==> src/rtl/mem_scan_pkg.sv <==
// Shared types and default sizing for the raster-scan memory copy sequencer.
package mem_scan_pkg;

  localparam int ROW_W_DEF = 8;
  localparam int COL_W_DEF = 8;
  localparam int LAT_DEF   = 8;

  typedef enum logic [2:0] {
    S_IDLE  = 3'd0,
    S_PRIME = 3'd1,
    S_READ  = 3'd2,
    S_DRAIN = 3'd3,
    S_DONE  = 3'd4
  } scan_state_t;

endpackage

==> src/rtl/scan_delay_line.sv <==
// Fixed-depth shift register of {valid,data} words with enable and synchronous flush.
// The valid flag is the MSB of each word.
module scan_delay_line #(
  parameter int W     = 17,
  parameter int DEPTH = 8
) (
  input  logic         clk,
  input  logic         rst,
  input  logic         en,
  input  logic         flush,
  input  logic [W-1:0] in_word,
  output logic [W-1:0] out_word
);

  logic [W-1:0] word_q [DEPTH];
  logic [W-1:0] word_d [DEPTH];

  always_comb begin
    word_d = word_q;
    if (flush) begin
      for (int i = 0; i < DEPTH; i++) word_d[i] = '0;
    end else if (en) begin
      word_d[0] = in_word;
      for (int i = 1; i < DEPTH; i++) word_d[i] = word_q[i-1];
    end
  end

  // NOTE: every stage is reset, data included, so the valid bits start clear
  // and the write address never carries X out of reset.
  always_ff @(posedge clk or negedge rst) begin
    if (!rst) begin
      for (int i = 0; i < DEPTH; i++) word_q[i] <= '0;
    end else begin
      word_q <= word_d;
    end
  end

  assign out_word = word_q[DEPTH-1];

endmodule

==> src/rtl/mem_scan_ctrl.sv <==
// Raster-scan sequencer: activates the array, reads a rows x cols window column-fastest,
// and replays each read address as a write address LAT un-stalled cycles later.
module mem_scan_ctrl
  import mem_scan_pkg::*;
#(
  parameter int ROW_W = ROW_W_DEF,
  parameter int COL_W = COL_W_DEF,
  parameter int LAT   = LAT_DEF
) (
  input  logic             clk,
  input  logic             rst,
  input  logic             start,
  input  logic             stall,
  input  logic             abort,
  input  logic [ROW_W-1:0] last_row,
  input  logic [COL_W-1:0] last_col,
  output logic             act,
  output logic             rd,
  output logic             wr,
  output logic [ROW_W-1:0] addr_row_r,
  output logic [COL_W-1:0] addr_col_r,
  output logic [ROW_W-1:0] addr_row_w,
  output logic [COL_W-1:0] addr_col_w,
  output logic             busy,
  output logic             done
);

  localparam int PIPE_W = ROW_W + COL_W + 1;
  localparam int CNT_W  = (LAT > 1) ? $clog2(LAT) : 1;
  localparam logic [CNT_W-1:0] DRAIN_LAST = CNT_W'(LAT - 1);

  scan_state_t      state_q, state_d;
  logic [ROW_W-1:0] row_q, row_d, lrow_q, lrow_d, wrow_q, wrow_d;
  logic [COL_W-1:0] col_q, col_d, lcol_q, lcol_d, wcol_q, wcol_d;
  logic [CNT_W-1:0] cnt_q, cnt_d;

  logic              active, hold;
  logic [PIPE_W-1:0] pipe_out;
  logic              pipe_vld;
  logic [ROW_W-1:0]  pipe_row;
  logic [COL_W-1:0]  pipe_col;

  assign active = (state_q == S_PRIME) || (state_q == S_READ) || (state_q == S_DRAIN);
  // Stall only freezes the working states; abort always takes effect.
  assign hold   = stall && active && !abort;

  assign {pipe_vld, pipe_row, pipe_col} = pipe_out;

  // NOTE: every signal driven here gets a default first, so no path leaves
  // a value unassigned and no latch is inferred.
  always_comb begin
    state_d = state_q;
    row_d   = row_q;
    col_d   = col_q;
    lrow_d  = lrow_q;
    lcol_d  = lcol_q;
    cnt_d   = cnt_q;
    wrow_d  = wrow_q;
    wcol_d  = wcol_q;

    if (pipe_vld) begin
      wrow_d = pipe_row;
      wcol_d = pipe_col;
    end

    if (abort) begin
      state_d = S_IDLE;
    end else if (!hold) begin
      case (state_q)
        S_IDLE: if (start) begin
          state_d = S_PRIME;
          lrow_d  = last_row;
          lcol_d  = last_col;
        end
        S_PRIME: begin
          // Counters clear here so the read address holds its old value through PRIME.
          state_d = S_READ;
          row_d   = '0;
          col_d   = '0;
        end
        S_READ: begin
          if (col_q == lcol_q) begin
            if (row_q == lrow_q) begin
              state_d = S_DRAIN;
              cnt_d   = '0;
            end else begin
              row_d = row_q + 1'b1;
              col_d = '0;
            end
          end else begin
            col_d = col_q + 1'b1;
          end
        end
        // The last read enters the pipe as DRAIN begins; it emerges LAT-1 cycles in.
        S_DRAIN: begin
          if (cnt_q == DRAIN_LAST) state_d = S_DONE;
          else                     cnt_d   = cnt_q + 1'b1;
        end
        S_DONE:  state_d = S_IDLE;
        default: state_d = S_IDLE;
      endcase
    end
  end

  // NOTE: sequential state uses non-blocking assignments only, so every flop
  // samples the pre-edge value of its neighbours.
  always_ff @(posedge clk or negedge rst) begin
    if (!rst) begin
      state_q <= S_IDLE;
      row_q   <= '0;
      col_q   <= '0;
      lrow_q  <= '0;
      lcol_q  <= '0;
      cnt_q   <= '0;
      wrow_q  <= '0;
      wcol_q  <= '0;
    end else begin
      state_q <= state_d;
      row_q   <= row_d;
      col_q   <= col_d;
      lrow_q  <= lrow_d;
      lcol_q  <= lcol_d;
      cnt_q   <= cnt_d;
      wrow_q  <= wrow_d;
      wcol_q  <= wcol_d;
    end
  end

  scan_delay_line #(
    .W     (PIPE_W),
    .DEPTH (LAT)
  ) u_wr_pipe (
    .clk      (clk),
    .rst      (rst),
    .en       (!hold),
    .flush    (abort),
    .in_word  ({state_q == S_READ, row_q, col_q}),
    .out_word (pipe_out)
  );

  assign act        = active;
  assign busy       = active;
  assign rd         = (state_q == S_READ);
  assign done       = (state_q == S_DONE);
  assign wr         = pipe_vld;
  assign addr_row_r = row_q;
  assign addr_col_r = col_q;
  assign addr_row_w = pipe_vld ? pipe_row : wrow_q;
  assign addr_col_w = pipe_vld ? pipe_col : wcol_q;

endmodule

==> config.mk <==
export PLATFORM = sky130hd
export DESIGN_NAME = mem_scan_ctrl
export DESIGN_NICKNAME = d
export VERILOG_FILES = /design/src/rtl/mem_scan_pkg.sv /design/src/rtl/scan_delay_line.sv /design/src/rtl/mem_scan_ctrl.sv
export SDC_FILE = /design/constraint.sdc
export NUM_CORES = 1
export LEC_CHECK = 0
export BUFFER_PORTS_ARGS = -buffer_cell sky130_fd_sc_hd__buf_2
export CAP_MARGIN = 10
export CORE_MARGIN = 10
export CORE_UTILIZATION = 55
export CTS_BUF_LIST = sky130_fd_sc_hd__clkbuf_4 sky130_fd_sc_hd__clkbuf_8
export DETAILED_ROUTE_END_ITERATION = 10
export GPL_ROUTABILITY_DRIVEN = 1
export PLACE_DENSITY = 0.74
export SYNTH_ARGS = -nofsm -noshare
export SYNTH_HDL_FRONTEND = slang
export SYNTH_SLANG_ARGS = --single-unit
export TNS_END_PERCENT = 100
==> constraint.sdc <==
create_clock -name clk -period 2.3 [get_ports clk]
set_input_delay 0 -clock clk [delete_from_list [all_inputs] [get_ports clk]]
set_output_delay 0 -clock clk [all_outputs]
set_load 0.01 [all_outputs]
-- Word level (Yosys, flattened, before mapping)
Index checks and enable logic that the tools add are counted.
- add/subtract/negate cells: 3
- equal/unequal tests: 17
- multiplexer cells: 21
- bitwise logic cells: 2
- reduce and logical (&&, ||, !) cells: 13
- operator list (kind ; count):
    $mux W136 ; 2
    $mux W8 ; 6
    $pmux W8 S2 ; 2
    $mux W3 ; 9
    $add A8 B1 Y8 const B ; 2
    $eq A8 B8 Y1 ; 2
    $pmux W3 S4 ; 1
    $reduce_and A5 Y1 ; 2
    $ne A3 B2 Y1 const B ; 3
    $reduce_and A4 Y1 ; 2
    $eq A3 B2 Y1 const B ; 2
    $eq A3 B3 Y1 const B ; 2
    $ne A2 B2 Y1 const B ; 3
    $ne A3 B3 Y1 const B ; 2
    $pmux W3 S2 ; 1
    $reduce_and A6 Y1 ; 1
    $ne A2 B1 Y1 const B ; 2
    $reduce_bool A2 Y1 ; 2
    $add A3 B1 Y3 const B ; 1
    $eq A3 B1 Y1 const B ; 1
    $logic_not A3 Y1 ; 1
    $logic_and A1 B1 Y1 ; 2
    $logic_or A1 B1 Y1 ; 2
    $not A1 Y1 ; 2
    $logic_not A1 Y1 ; 1
- register bits: 190
- input port bits: 21
- logic and storage cells: 72

-- Logic depth before layout (Yosys ltp)
- word-level depth: 7
- mapped depth: 8
- depth with buffers taken out: 7

-- By module
From an unflattened synthesis, not the netlist that was laid out.
- cells, all modules: 708
- area, all modules: 8334.2 µm²
- by module, submodules not included (module ; times used ; cells an instance ; area an instance (µm²) ; seq. area each (µm²)):
    scan_delay_line ; 1 ; 455 ; 5610.4 ; 3403.3
    mem_scan_ctrl ; 1 ; 253 ; 2723.9 ; 1351.3

-- Least setup slack after synthesis
No wires, ideal clock.
- kind: reg-to-reg
- from: reg col_q[3] (netlist: addr_col_r[3])
- to: reg row_q[0] (netlist: addr_row_r[0])
- library setup time: 125 ps
- arrival: 1769 ps
- required time: 2175 ps
- slack: 406 ps
- cell stages (with the launch flop): 6
- path buffers: 0
- clock period less this slack: 1894 ps
- cell sequence: dfrtp_1 -> xor2_1 -> nor4_4 -> o211ai_4 -> a21o_2 -> mux2_2
- word-level cells in the longest chain between the ends: 3
- ends and longest elaborated chain (what ; line ; source):
    from (decl) ; mem_scan_ctrl.sv:34 ; logic [COL_W-1:0] col_q, col_d, lcol_q, lcol_d, wcol_q, wcol_d;
    from (signal assigned) ; mem_scan_ctrl.sv:120 ; col_q <= col_d;
    $eq A8 B8 Y1 ; mem_scan_ctrl.sv:82 ; if (col_q == lcol_q) begin
    $ne A2 B1 Y1 (no line) ; -- ;
    $reduce_and A5 Y1 (no line) ; -- ;
    to (signal assigned) ; mem_scan_ctrl.sv:119 ; row_q <= row_d;
    to (decl) ; mem_scan_ctrl.sv:33 ; logic [ROW_W-1:0] row_q, row_d, lrow_q, lrow_d, wrow_q, wrow_d;
Every way passes these cells.
A chain may end at the register's enable or synchronous reset.

-- Worst setup path in the final report
- from: reg col_q[3] (netlist: addr_col_r[3])
- to: reg col_q[0] (netlist: addr_col_r[0])
- word-level cells in the longest chain between the ends: 3
- elaborated cells between the ends (all ways): 5
- those cells by class: eq/ne: 2; mux: 2; reduce/logical: 1
- ends and longest elaborated chain (what ; line):
    $eq A8 B8 Y1 * ; mem_scan_ctrl.sv:82
    $ne A3 B3 Y1 (no line) or $mux W8 (tied branches) ; --
    $reduce_and A4 Y1 (no line) or $pmux W8 S2 (tied branches) ; --
Mark *: on every way between the ends. The rest lies on a longest branch, timed or not.

==> flow_metrics.tcl <==
set metrics [dict create \
    htreeDepth 4 \
    postCtsSetupBuffers 0 \
    grt_overflow 0 \
    cts_tree "done" \
    synth_top_family_by_area "compound AO/OA/AOI/OAI gates" \
    total_power_mw 6.98 \
    tns_ns 0 \
    p_leak_nw 4.23 \
    io-pin-count 58 \
    antenna_cells 0 \
    post_dp_cell_area_sq_mm 0.00804 \
    synthAdderAreaFrac 0.00668 \
    async_flop_share 1.00 \
    rsz0062_at_grt "false" \
    cp.arrival_ns 2.56 \
    postCtsResizedCells 0 \
    ys_warn_count 0 \
    worst_slack_ns 0.151 \
    die_y_microns 137 \
    reg2reg_slack_ns 0.15 \
    grt_use_met1 0.228 \
    clk_pin_slew_ns 0.09 \
    routed_via_density 5.85 \
    hold_viol 0 \
    cap_violations 0 \
    fmax_mhz 465 \
    layout-drive-gt1-share 0.256 \
    clk_latency_ns 0.46 \
    synth_compound_area_frac 0.200 \
    start_util 0.563 \
    nNetsFinal 640 \
    yosysSeqAreaShare 0.635 \
    crit_path_start_kind "register" \
    synth-xor-area-share 0.0222 \
    synth_edf_count 0 \
    drc 0 \
    cp.required_ns 2.71 \
    cts.path.max_buffers 2 \
    peakVddDrop_mv 0.666 \
    r2r-start "addr_col_r[3]" \
    reg2reg_to "addr_col_r[0]" \
    synth_mux_area_frac 0.0525 \
    fin_worst_skew_ns 0.00839 \
    drt_iter0_markers 269 \
    grt_use_met2 0.232 \
    ant_nets 0 \
    grt-busiest-layer "met2" \
    vias 4705 \
    clk_root_buffer_cell "clkbuf_8" \
    grt_pass1_wl_mm 24.6 \
    period_share 0.934 \
    syn_area_per_cell_sq_um 13.9 \
    grt_max_degree 62 \
    worstMarginPinSlew_ns 0.741 \
    timing.final.max_slew_violations 0 \
    portBuffers 57 \
    cts_buffers 17 \
    hold_class "primary input to async pin" \
    critPathKind "register to register" \
    rows 42 \
    dieArea_sq_mm 0.0187 \
    power_density_mw_per_mm2 802 \
    synth_top_flop_cell "dfrtp_1" \
    gp_congestion 0.847 \
    die_width_microns 137 \
    grt_pass1_vias 4867 \
    core_sq_mm 0.0133 \
    min_period_ns 2.15 \
    slew_headroom 0.506 \
    synthSimpleGateAreaFrac 0.0553 \
    wl_per_cell_microns 17.4 \
    pre_cts_slack_ns 0.135 \
    ys_ff_latch 190 \
    status "finished, final reports clean" \
    r2r_cells 5 \
    synth_nets 563 \
    setup.worst_path.end_class "register" \
    cts.sinks 190 \
    place_hpwl_mm 9.35 \
    antenna_found_initial 0 \
    syn_to_final_growth_pct 16.3 \
    met3_usage 0.0535 \
    path_max_fanout 8 \
    setup-violations-final 0 \
    grt.total_usage 0.163 \
    design_area_sq_mm 0.00871 \
    syn_inst 538 \
    yosysUniqueCellTypes 52 \
    routed_wl_mm 14.0 \
    drt_first_pass_iters 5 \
    synth_area_sq_mm 0.00749 \
]
-- through the flow --
stage / instances / hold slack [ns] / util
finish: 804 / 0.0680 / 0.655
global route: 804 / 0.105 / 0.655
CTS: 804 / 0.0531 / 0.655
detailed placement: 751 / 0.0101 / 0.605
global placement: 751 / -0.00118 / 0.605
floorplan: 538 / -0.296 / -
-- synth_stat cells (2+ instances only) --
cell	count	share of area
dfrtp_1	190	0.63
a22o_1	140	0.16
mux2_2	34	0.051
clkbuf_1	20	0.010
nand2_1	15	0.0075
buf_2	12	0.0080
o21ai_0	11	0.0074
xor2_1	11	0.013
nor2_1	10	0.0050
nand3_1	9	0.0060
xnor2_1	8	0.0094
nor3_1	6	0.0040
nor2b_1	5	0.0042
a22oi_1	4	0.0040
ha_1	4	0.0067
o211ai_1	4	0.0040
or4_1	4	0.0040
and4_1	3	0.0035
buf_1	3	0.0015
buf_4	3	0.0030
nand4_1	3	0.0025
a21oi_1	2	0.0013
a21oi_2	2	0.0023
a221o_1	2	0.0027
a31o_2	2	0.0023
inv_1	2	0.0010
nor4_1	2	0.0017
nor4_4	2	0.0057
or2_2	2	0.0017
-- where the power goes --
group          switching [mW]  total (mW)  leakage (nW)  internal, mW
sequential              0.193        3.71          2.58          3.52
clock                    1.15        2.44         0.226          1.28
combinational           0.459       0.836          1.42         0.376
total                    1.81        6.98          4.23          5.18
-- timing repair --
action / CTS / global route
endpoints found under the hold margin: 209 / 0
endpoints found under the setup margin: 0 / 1
hold buffers: 21 / 0
-- flip-flops by register name, summed over array words and instances, names as in the netlist --
signal	cells
lcol_q	8
state_q	3
wcol_q	8
addr_row_r	8
u_wr_pipe.word_q	119
wrow_q	8
addr_col_r	8
lrow_q	8
u_wr_pipe.out_word	17
cnt_q	3
-- layout make-up --
class	instances	area, sq um
inverters	3	11.3
repair buffers	99	734
flip-flops and latches	190	4750
fillers	962	4590
clock inverters	11	178
well taps	176	220
clock buffers	21	277
multi-input cells	304	2530
-- critical path: stages (launching register included) --
cell and delay, ns:
dfrtp_1 0.47, xor2_1 0.22, nor4_4 0.50, nand4_1 0.38, o21bai_2 0.32, mux2_2 0.20
-- worst max-delay path by stage --
stage / from / end / cells past startpoint
6_report: addr_col_r[3] / addr_col_r[0] / 5
3_3_place_gp: addr_col_r[3] / addr_col_r[0] / 5
3_5_place_dp: addr_col_r[3] / addr_col_r[0] / 5
5_1_grt: addr_col_r[3] / addr_col_r[0] / 5
2_1_floorplan: addr_col_r[3] / addr_row_r[0] / 5
4_1_cts: addr_col_r[3] / addr_col_r[0] / 5
-- cells by family (layout without fill, tap and decap cells) --
family,count (synthesis),count (layout)
compound gates,176,176
buf+inv,44,134
flops,190,190
simple gates,70,70
xor+xnor,19,19
mux,35,35
fa+ha+maj,4,4
-- placed cells by master (no fill, tap or decap), types with 4 or more instances in the layout --
cell,netlist,routed
dfrtp_1,190,190
a22oi_1,4,4
nor3_1,6,6
bufinv_16,0,4
o21ai_0,11,11
nor2_1,10,10
xnor2_1,8,8
clkbuf_8,1,19
nor2b_1,5,5
buf_4,3,15
or4_1,4,4
ha_1,4,4
dlygate4sd3_1,0,21
o211ai_1,4,4
nand2_1,15,15
nand3_1,9,9
buf_12,0,6
xor2_1,11,11
a22o_1,140,140
buf_2,12,56
mux2_2,34,34
-- per-layer routing --
layer | share of wire | vias up
met5 | 0 | -
met4 | 0.012 | 0
met3 | 0.060 | 12
met2 | 0.45 | 95
met1 | 0.48 | 2390
li1 | - | 2208
(Power assumes the default switching activity.)
